**config.mk**
```make
export PLATFORM = sky130hd
export DESIGN_NAME = latch_framer
export DESIGN_NICKNAME = d
export VERILOG_FILES = /design/src/rtl/latch_framer.sv
export SDC_FILE = /design/constraint.sdc
export NUM_CORES = 1
export LEC_CHECK = 0
export ABC_AREA = 1
export BUFFER_PORTS_ARGS = -buffer_cell sky130_fd_sc_hd__buf_4
export CAP_MARGIN = 5
export CORE_MARGIN = 8
export CORE_UTILIZATION = 30
export CTS_BUF_LIST = sky130_fd_sc_hd__clkbuf_16
export DETAILED_ROUTE_END_ITERATION = 12
export PLACE_DENSITY = 0.51
export SLEW_MARGIN = 15
export SYNTH_ARGS = -nofsm -noshare
export SYNTH_HDL_FRONTEND = slang
export SYNTH_SLANG_ARGS = --single-unit
```
**constraint.sdc**
```tcl
create_clock -name iCLK -period 2.7 [get_ports iCLK]
set_input_delay 0.54 -clock iCLK [delete_from_list [all_inputs] [get_ports iCLK]]
set_output_delay 0.54 -clock iCLK [all_outputs]
set_load 0.02 [all_outputs]
```
**src/rtl/latch_framer.sv**
```systemverilog
// latch_framer: round-robin arbiter over two latched 64-bit counter channels,
// serialising each grant as a header + 8 little-endian payload bytes.
module latch_framer #(
   parameter int unsigned pSYNC = 2,
   parameter logic [2:0]  pHDR  = 3'b101
) (
   input  logic        iCLK,
   input  logic        iRST_N,
   input  logic        iRdyCOUNTER1,
   input  logic [31:0] i1COUNTER,
   input  logic [31:0] i1COUNTERHi,
   input  logic        iRdyCOUNTER2,
   input  logic [31:0] i2COUNTER,
   input  logic [31:0] i2COUNTERHi,
   output logic        oResetLatch1,
   output logic        oResetLatch2,
   output logic [7:0]  oTxData,
   output logic        oTxValid,
   input  logic        iTxReady,
   output logic        oBusy
);

   typedef enum logic [1:0] {
      IDLE = 2'd0,
      SEND = 2'd1,
      ACK  = 2'd2
   } state_t;

   state_t           state, state_nxt;
   logic [pSYNC-1:0] sync1, sync2;
   logic             rdy_s1, rdy_s2;
   logic [1:0]       pend_clr;
   logic [3:0]       seq;
   logic [3:0]       idx;
   logic [63:0]      shadow;
   logic [7:0]       hdr;
   logic             ch;
   logic             rr_ch2;

   logic             elig1, elig2;
   logic             pick2, grant, xfer, ack, last_byte;
   logic [2:0]       bsel;
   logic [7:0]       frame_byte;

   assign rdy_s1 = sync1[pSYNC-1];
   assign rdy_s2 = sync2[pSYNC-1];

   always_comb begin
      elig1      = rdy_s1 & ~pend_clr[0];
      elig2      = rdy_s2 & ~pend_clr[1];
      pick2      = elig2 & (~elig1 | rr_ch2);
      grant      = 1'b0;
      xfer       = 1'b0;
      ack        = 1'b0;
      last_byte  = (idx == 4'd8);
      bsel       = idx[2:0] - 3'd1;
      frame_byte = (idx == 4'd0) ? hdr : shadow[{bsel, 3'b000} +: 8];
      state_nxt    = state;
      oTxValid     = 1'b0;
      oTxData      = 8'h00;
      oResetLatch1 = 1'b0;
      oResetLatch2 = 1'b0;
      oBusy        = (state != IDLE);
      unique case (state)
         IDLE: begin
            if (elig1 | elig2) begin
               grant     = 1'b1;
               state_nxt = SEND;
            end
         end
         SEND: begin
            oTxValid = 1'b1;
            oTxData  = frame_byte;
            xfer     = iTxReady;
            if (xfer && last_byte) state_nxt = ACK;
         end
         ACK: begin
            ack          = 1'b1;
            oResetLatch1 = ~ch;
            oResetLatch2 = ch;
            state_nxt    = IDLE;
         end
         default: state_nxt = IDLE;
      endcase
   end

   always_ff @(posedge iCLK) begin
      if (!iRST_N) begin
         state    <= IDLE;
         sync1    <= '0;
         sync2    <= '0;
         pend_clr <= '0;
         seq      <= '0;
         idx      <= '0;
         shadow   <= '0;
         hdr      <= '0;
         ch       <= 1'b0;
         rr_ch2   <= 1'b0;
      end else begin
         state <= state_nxt;
         sync1 <= {sync1[pSYNC-2:0], iRdyCOUNTER1};
         sync2 <= {sync2[pSYNC-2:0], iRdyCOUNTER2};
         // a served channel stays blocked until its ready is seen low
         pend_clr[0] <= rdy_s1 & (pend_clr[0] | (ack & ~ch));
         pend_clr[1] <= rdy_s2 & (pend_clr[1] | (ack & ch));
         if (grant) begin
            ch     <= pick2;
            shadow <= pick2 ? {i2COUNTERHi, i2COUNTER}
                            : {i1COUNTERHi, i1COUNTER};
            hdr    <= {pHDR, pick2, seq};
            idx    <= '0;
         end
         if (xfer) begin
            if (last_byte) seq <= seq + 4'd1;
            else           idx <= idx + 4'd1;
         end
         if (ack) rr_ch2 <= ~ch;
      end
   end

endmodule

```
After elaboration in Yosys (flattened, before gate mapping)
Index checks and enable logic that the tools add are counted.
{"block": "totals", "in_bits": 133, "output_inout_bits": 12, "ff_bits": 88}
{"block": "op_classes", "n_eq_ne": 5, "reduce_logical": 6, "add_sub_neg": 3, "muxes": 16, "bitwise": 15, "shift": 1}
{"cell": "$mux 64", "n": 1}
{"cell": "$shiftx 64x7->8", "n": 1}
{"cell": "$mux 8", "n": 2}
{"cell": "$mux 4", "n": 3}
{"cell": "$add 4x1->4 const B", "n": 2}
{"cell": "$and 1x1->1", "n": 7}
{"cell": "$mux 1", "n": 7}
{"cell": "$eq 4x4->1 const B", "n": 1}
{"cell": "$logic_not 4->1", "n": 1}
{"cell": "$mux 2", "n": 2}
{"cell": "$ne 2x2->1 const B", "n": 2}
{"cell": "$not 1->1", "n": 4}
{"cell": "$or 1x1->1", "n": 4}
{"cell": "$pmux 2 s2", "n": 1}
{"cell": "$reduce_and 2->1", "n": 2}
{"cell": "$sub 3x1->3 const B", "n": 1}
{"cell": "$eq 2x1->1 const B", "n": 1}
{"cell": "$eq 2x2->1 const B", "n": 1}
{"cell": "$logic_not 2->1", "n": 1}
{"cell": "$reduce_bool 2->1", "n": 1}
{"cell": "$logic_and 1x1->1", "n": 1}

Logic depth before layout (Yosys ltp)
{"block": "depth", "ltp_word": 8, "depth_mapped": 12, "depth_no_buf": 10}

Least setup slack after synthesis
Ideal clock, no wire load.
{"block": "synth_timing", "path_kind": "register to output", "start": "reg idx[0]", "end": "out oTxData[6]", "n_path_buf": 4, "path_stages_with_launch": 12, "t_arrival_ps": 1955, "slack_ps": 205, "cell_sequence": "dfxtp_1 -> buf_2 -> inv_2 -> buf_2 -> ha_1 -> buf_4 -> inv_1 -> buf_4 -> o21ai_0 -> a21oi_1 -> nor2_1 -> nor2_1"}
{"block": "synth_between", "elab_chain_len": 4}
{"item": "from (decl)", "line_no": "34", "source": "logic [3:0] idx;"}
{"item": "from (signal assigned)", "line_no": "115", "source": "else idx <= idx + 4'd1;"}
{"item": "$sub 3x1->3", "line_no": "56", "source": "bsel = idx[2:0] - 3'd1;"}
{"item": "$shiftx 64x7->8", "line_no": "57", "source": "frame_byte = (idx == 4'd0) ? hdr : shadow[{bsel, 3'b000} +: 8];"}
{"item": "$mux 8 *", "line_no": "57"}
{"item": "$mux 8 *", "line_no": "64", "source": "unique case (state)"}
{"item": "to (decl)", "line_no": "17", "source": "output logic [7:0] oTxData,"}
Mark *: on every way between the ends. The rest lies on a longest branch, timed or not.

Worst setup path after layout
{"block": "layout_timing", "start": "reg idx[0]", "end": "out oTxData[2]"}
The elaborated chain is that of the path after synthesis.

==> out/qor.yml <==
drt:
  drt_iter0_drc: 267
  dr_total_vias: 5082
  wl_per_cell_um: 13.5
  remaining_drc_errors: 0
  totalWireLength_mm: 15.8
  drt-vias-per-instance: 4.35
  drt.antenna.violating_nets: 0
  first_pass_iteration_count_of_the_detailed_router: 5
setup_path:
  critPathMaxStageDelay_ns: 0.37
  slowest_stage: "dfxtp_1"
  crit_buf_inv: 3
  worst_ep_arrival_time_ns: 1.98
  cp_max_fo: 13
  critPathTopFamily: "simple AND/OR/NAND/NOR gates"
  critical_path.cell_chain: "inv_4, ha_1, inv_1, nor3_4, nor2_1, nand3_1, nand2_1, buf_4"
  critPathLaunchType: "flop"
  setup.worst_path.class: "flop to output port"
  endpoint_required_time_on_the_critical_path_ns: 2.16
  worstSetupEndpointType: "output port"
timing:
  worst_slew_margin_rel: 0.451
  finalCritPeriodShare: 0.935
  final-max-slew-violation-count: 0
  finalSetupViolations: 0
  grt_setup_unrepaired: "false"
  tightest_slew_ns: 0.823
  layout_min_cycle_time_ns: 2.52
  tns_ns: 0
  timing.final.hold_violations: 0
  fmax_mhz: 396
  clock_skew_ns: 0.00479
clocking:
  clock_tree_from_tritoncts: "done"
  clkSlewWorstSetupHoldPaths_ns: 0.06
  cts_inserted_buffers: 9
  cts_max_path_buffers: 2
  clock_latency_reported_for_the_late_side_of_the_worst_skew_pair_ns: 0.34
  tritoncts_num_sinks: 87
  htree_num_levels: 3
  ctsRootBufferMaster: "clkbuf_16"
synthesis:
  synth_warn: 0
  synth_cell_types: 25
  post_synth_xor_area_fraction: 0.00701
  synth.ff_latch_count: 87
  yosys_top_cell_by_area: "dfxtp_1"
  yosys.area_share.adder: 0.0100
  mappedNetlistNets: 964
  synth.yosys.seq_area_share: 0.348
  syn_area_um2: 5000
  synth_simple_gate_area_frac: 0.363
  netlist.area_leader.share: 0.348
  synthMuxAreaShare: 0
  netlist_top_cells_area: "dfxtp_1, nand2_1, nand3_1"
  syn_avg_cell_area_um2: 6.04
  synth_top_family_by_area: "simple AND/OR/NAND/NOR gates"
  synth-compound-area-share: 0.0986
  post_synth_inst_count: 827
pwr:
  total_leakage_power_uw: 0.00344
  ir_worst_vdd_uv: 363
  p_per_area_nw_per_um2: 519
  tot_pwr_uw: 3380
place:
  dp_hpwl_mm: 11.5
  numPortBuffers: 144
  dpl-instance-area_um2: 6180
  finalWeightedCongestion: 0.822
floorplanning:
  floorplan.rows: 47
  die_h_um: 145
  boundaryPins: 145
  die-area_um2: 21000
  starting_density: 0.304
  die_w_um: 145
  coreArea_um2: 16500
layout:
  fin_util: 0.396
  filler_cell_count: 1867
  syn_to_final_growth_pct: 30.4
  final_area_um2: 6520
  total_area_of_multi_input_combinational_cells_um2: 2410
  post_route_cells_drive_above_1_share: 0.196
  antenna_cells_inserted: 0
  seqCellArea_um2: 1740
  nNetsFinal: 1082
global_routing:
  grt_util_all_layers: 0.146
  grt_first_pass_wirelength_mm: 25.3
  number_of_antenna_violations_at_the_first_check_in_global_routing: 0
  grt_max_degree: 75
  gr-total-overflow: 0
  number_of_global_route_vias_before_repair: 4927
run:
  maxCapViolations: 0
status:
  status: "finished clean"
min_path:
  min-delay-path-class: "input pin to flop"
cells by family (layout without fill, tap and decap cells):
logic type	after synthesis	in the layout
xor gates and xnor gates	4	4
and+or+nand+nor	431	431
adders and majority gates	4	4
buffers and inverters	205	327
DFF	87	87
AOI/OAI and AO/OA	96	96
routing by layer:
layer,wire length (µm),GRT usage
met1,7580,0.191
met2,7330,0.240
met3,717,0.0339
met4,129,0.0328
met5,0,0
cells in the mapped netlist, drive strengths merged:
library cell / number
nand3: 118
xnor2: 2
o211ai: 5
ha: 4
dfxtp: 87
buf: 40
nor2: 26
xor2: 2
o21ai: 16
inv: 158
nand2: 283
a21oi: 75
clkbuf: 7
nor3: 3
nand3b: 1
what timing repair did:
action,CTS,global route
setup buffers,0,0
hold buffers,0,0
hold endpoints to repair,0,0
resized for setup,0,8
endpoints found under the setup margin,0,8
registers in the layout, indices dropped and copies added, names as in the netlist:
name	flops
rr_ch2	1
pend_clr	2
seq	4
sync1	2
idx	4
hdr	6
shadow	64
sync2	2
state	2
layout by cell type, fill, tap and decap left out:
| cell | netlist | final |
|---|---|---|
| a21oi_1 | 75 | 75 |
| buf_12 | 0 | 2 |
| buf_4 | 3 | 150 |
| buf_8 | 0 | 1 |
| bufinv_16 | 0 | 2 |
| clkbuf_16 | 0 | 9 |
| clkinv_1 | 0 | 3 |
| clkinv_2 | 0 | 1 |
| clkinvlp_4 | 0 | 2 |
| dfxtp_1 | 87 | 87 |
| ha_1 | 4 | 3 |
| ha_4 | 0 | 1 |
| inv_1 | 150 | 148 |
| inv_2 | 8 | 8 |
| inv_4 | 0 | 1 |
| nand2_1 | 280 | 279 |
| nand2_2 | 2 | 3 |
| nand2_4 | 1 | 1 |
| nand3_1 | 118 | 118 |
| nand3b_1 | 1 | 1 |
| nor2_1 | 23 | 22 |
| nor2_2 | 1 | 2 |
| nor2_4 | 2 | 2 |
| nor3_1 | 2 | 2 |
| nor3_4 | 1 | 1 |
| o211ai_1 | 5 | 5 |
| o21ai_0 | 10 | 10 |
| o21ai_1 | 6 | 6 |
| xnor2_1 | 2 | 2 |
| xor2_1 | 2 | 2 |
power breakdown:
group	leakage, µW	total (µW)	switching [µW]	internal, µW
logic	0.00258	691	388	303
clock network	0.000148	1280	486	794
registers	0.000714	1410	38.3	1380
worst reg2reg max path, delay by kind of cell (launching register included):
family,cells,cell delay [ns]
simple gates,3,0.29
buf+inv,2,0.69
compound gates,1,0.19
flops,1,0.45
final timing paths:
| kind | start | end | slack, ns | cells after the start |
|---|---|---|---|---|
| hold reg to reg | sync1[0] | sync1[1] | 0.41 | 2 |
| setup reg to reg | state[1] | shadow[12] | 0.98 | 6 |
| setup / recovery | idx[0] | oTxData[2] | 0.18 | 8 |
| hold / removal | iRdyCOUNTER1 | sync1[0] | 0.38 | 3 |
stage by stage:
stage	hold slack (ns)	setup slack (ns)	instances
5_1_grt	0.378	0.0281	1169
3_3_place_gp	0.398	0.370	1153
2_1_floorplan	0.390	0.205	827
4_1_cts	0.372	0.0191	1168
6_report	0.379	0.175	1169
3_5_place_dp	0.401	0.389	1153
cell type report:
class	instances	share of cell area
inverter	158	0.0920
clock inverter	6	0.0117
clock buffer	9	0.0346
timing repair inverter	1	0.00115
multi-input combinational	535	0.370
tap	220	0.0422
timing repair buffer	153	0.181
sequential	87	0.267
(Power assumes the default switching activity.)
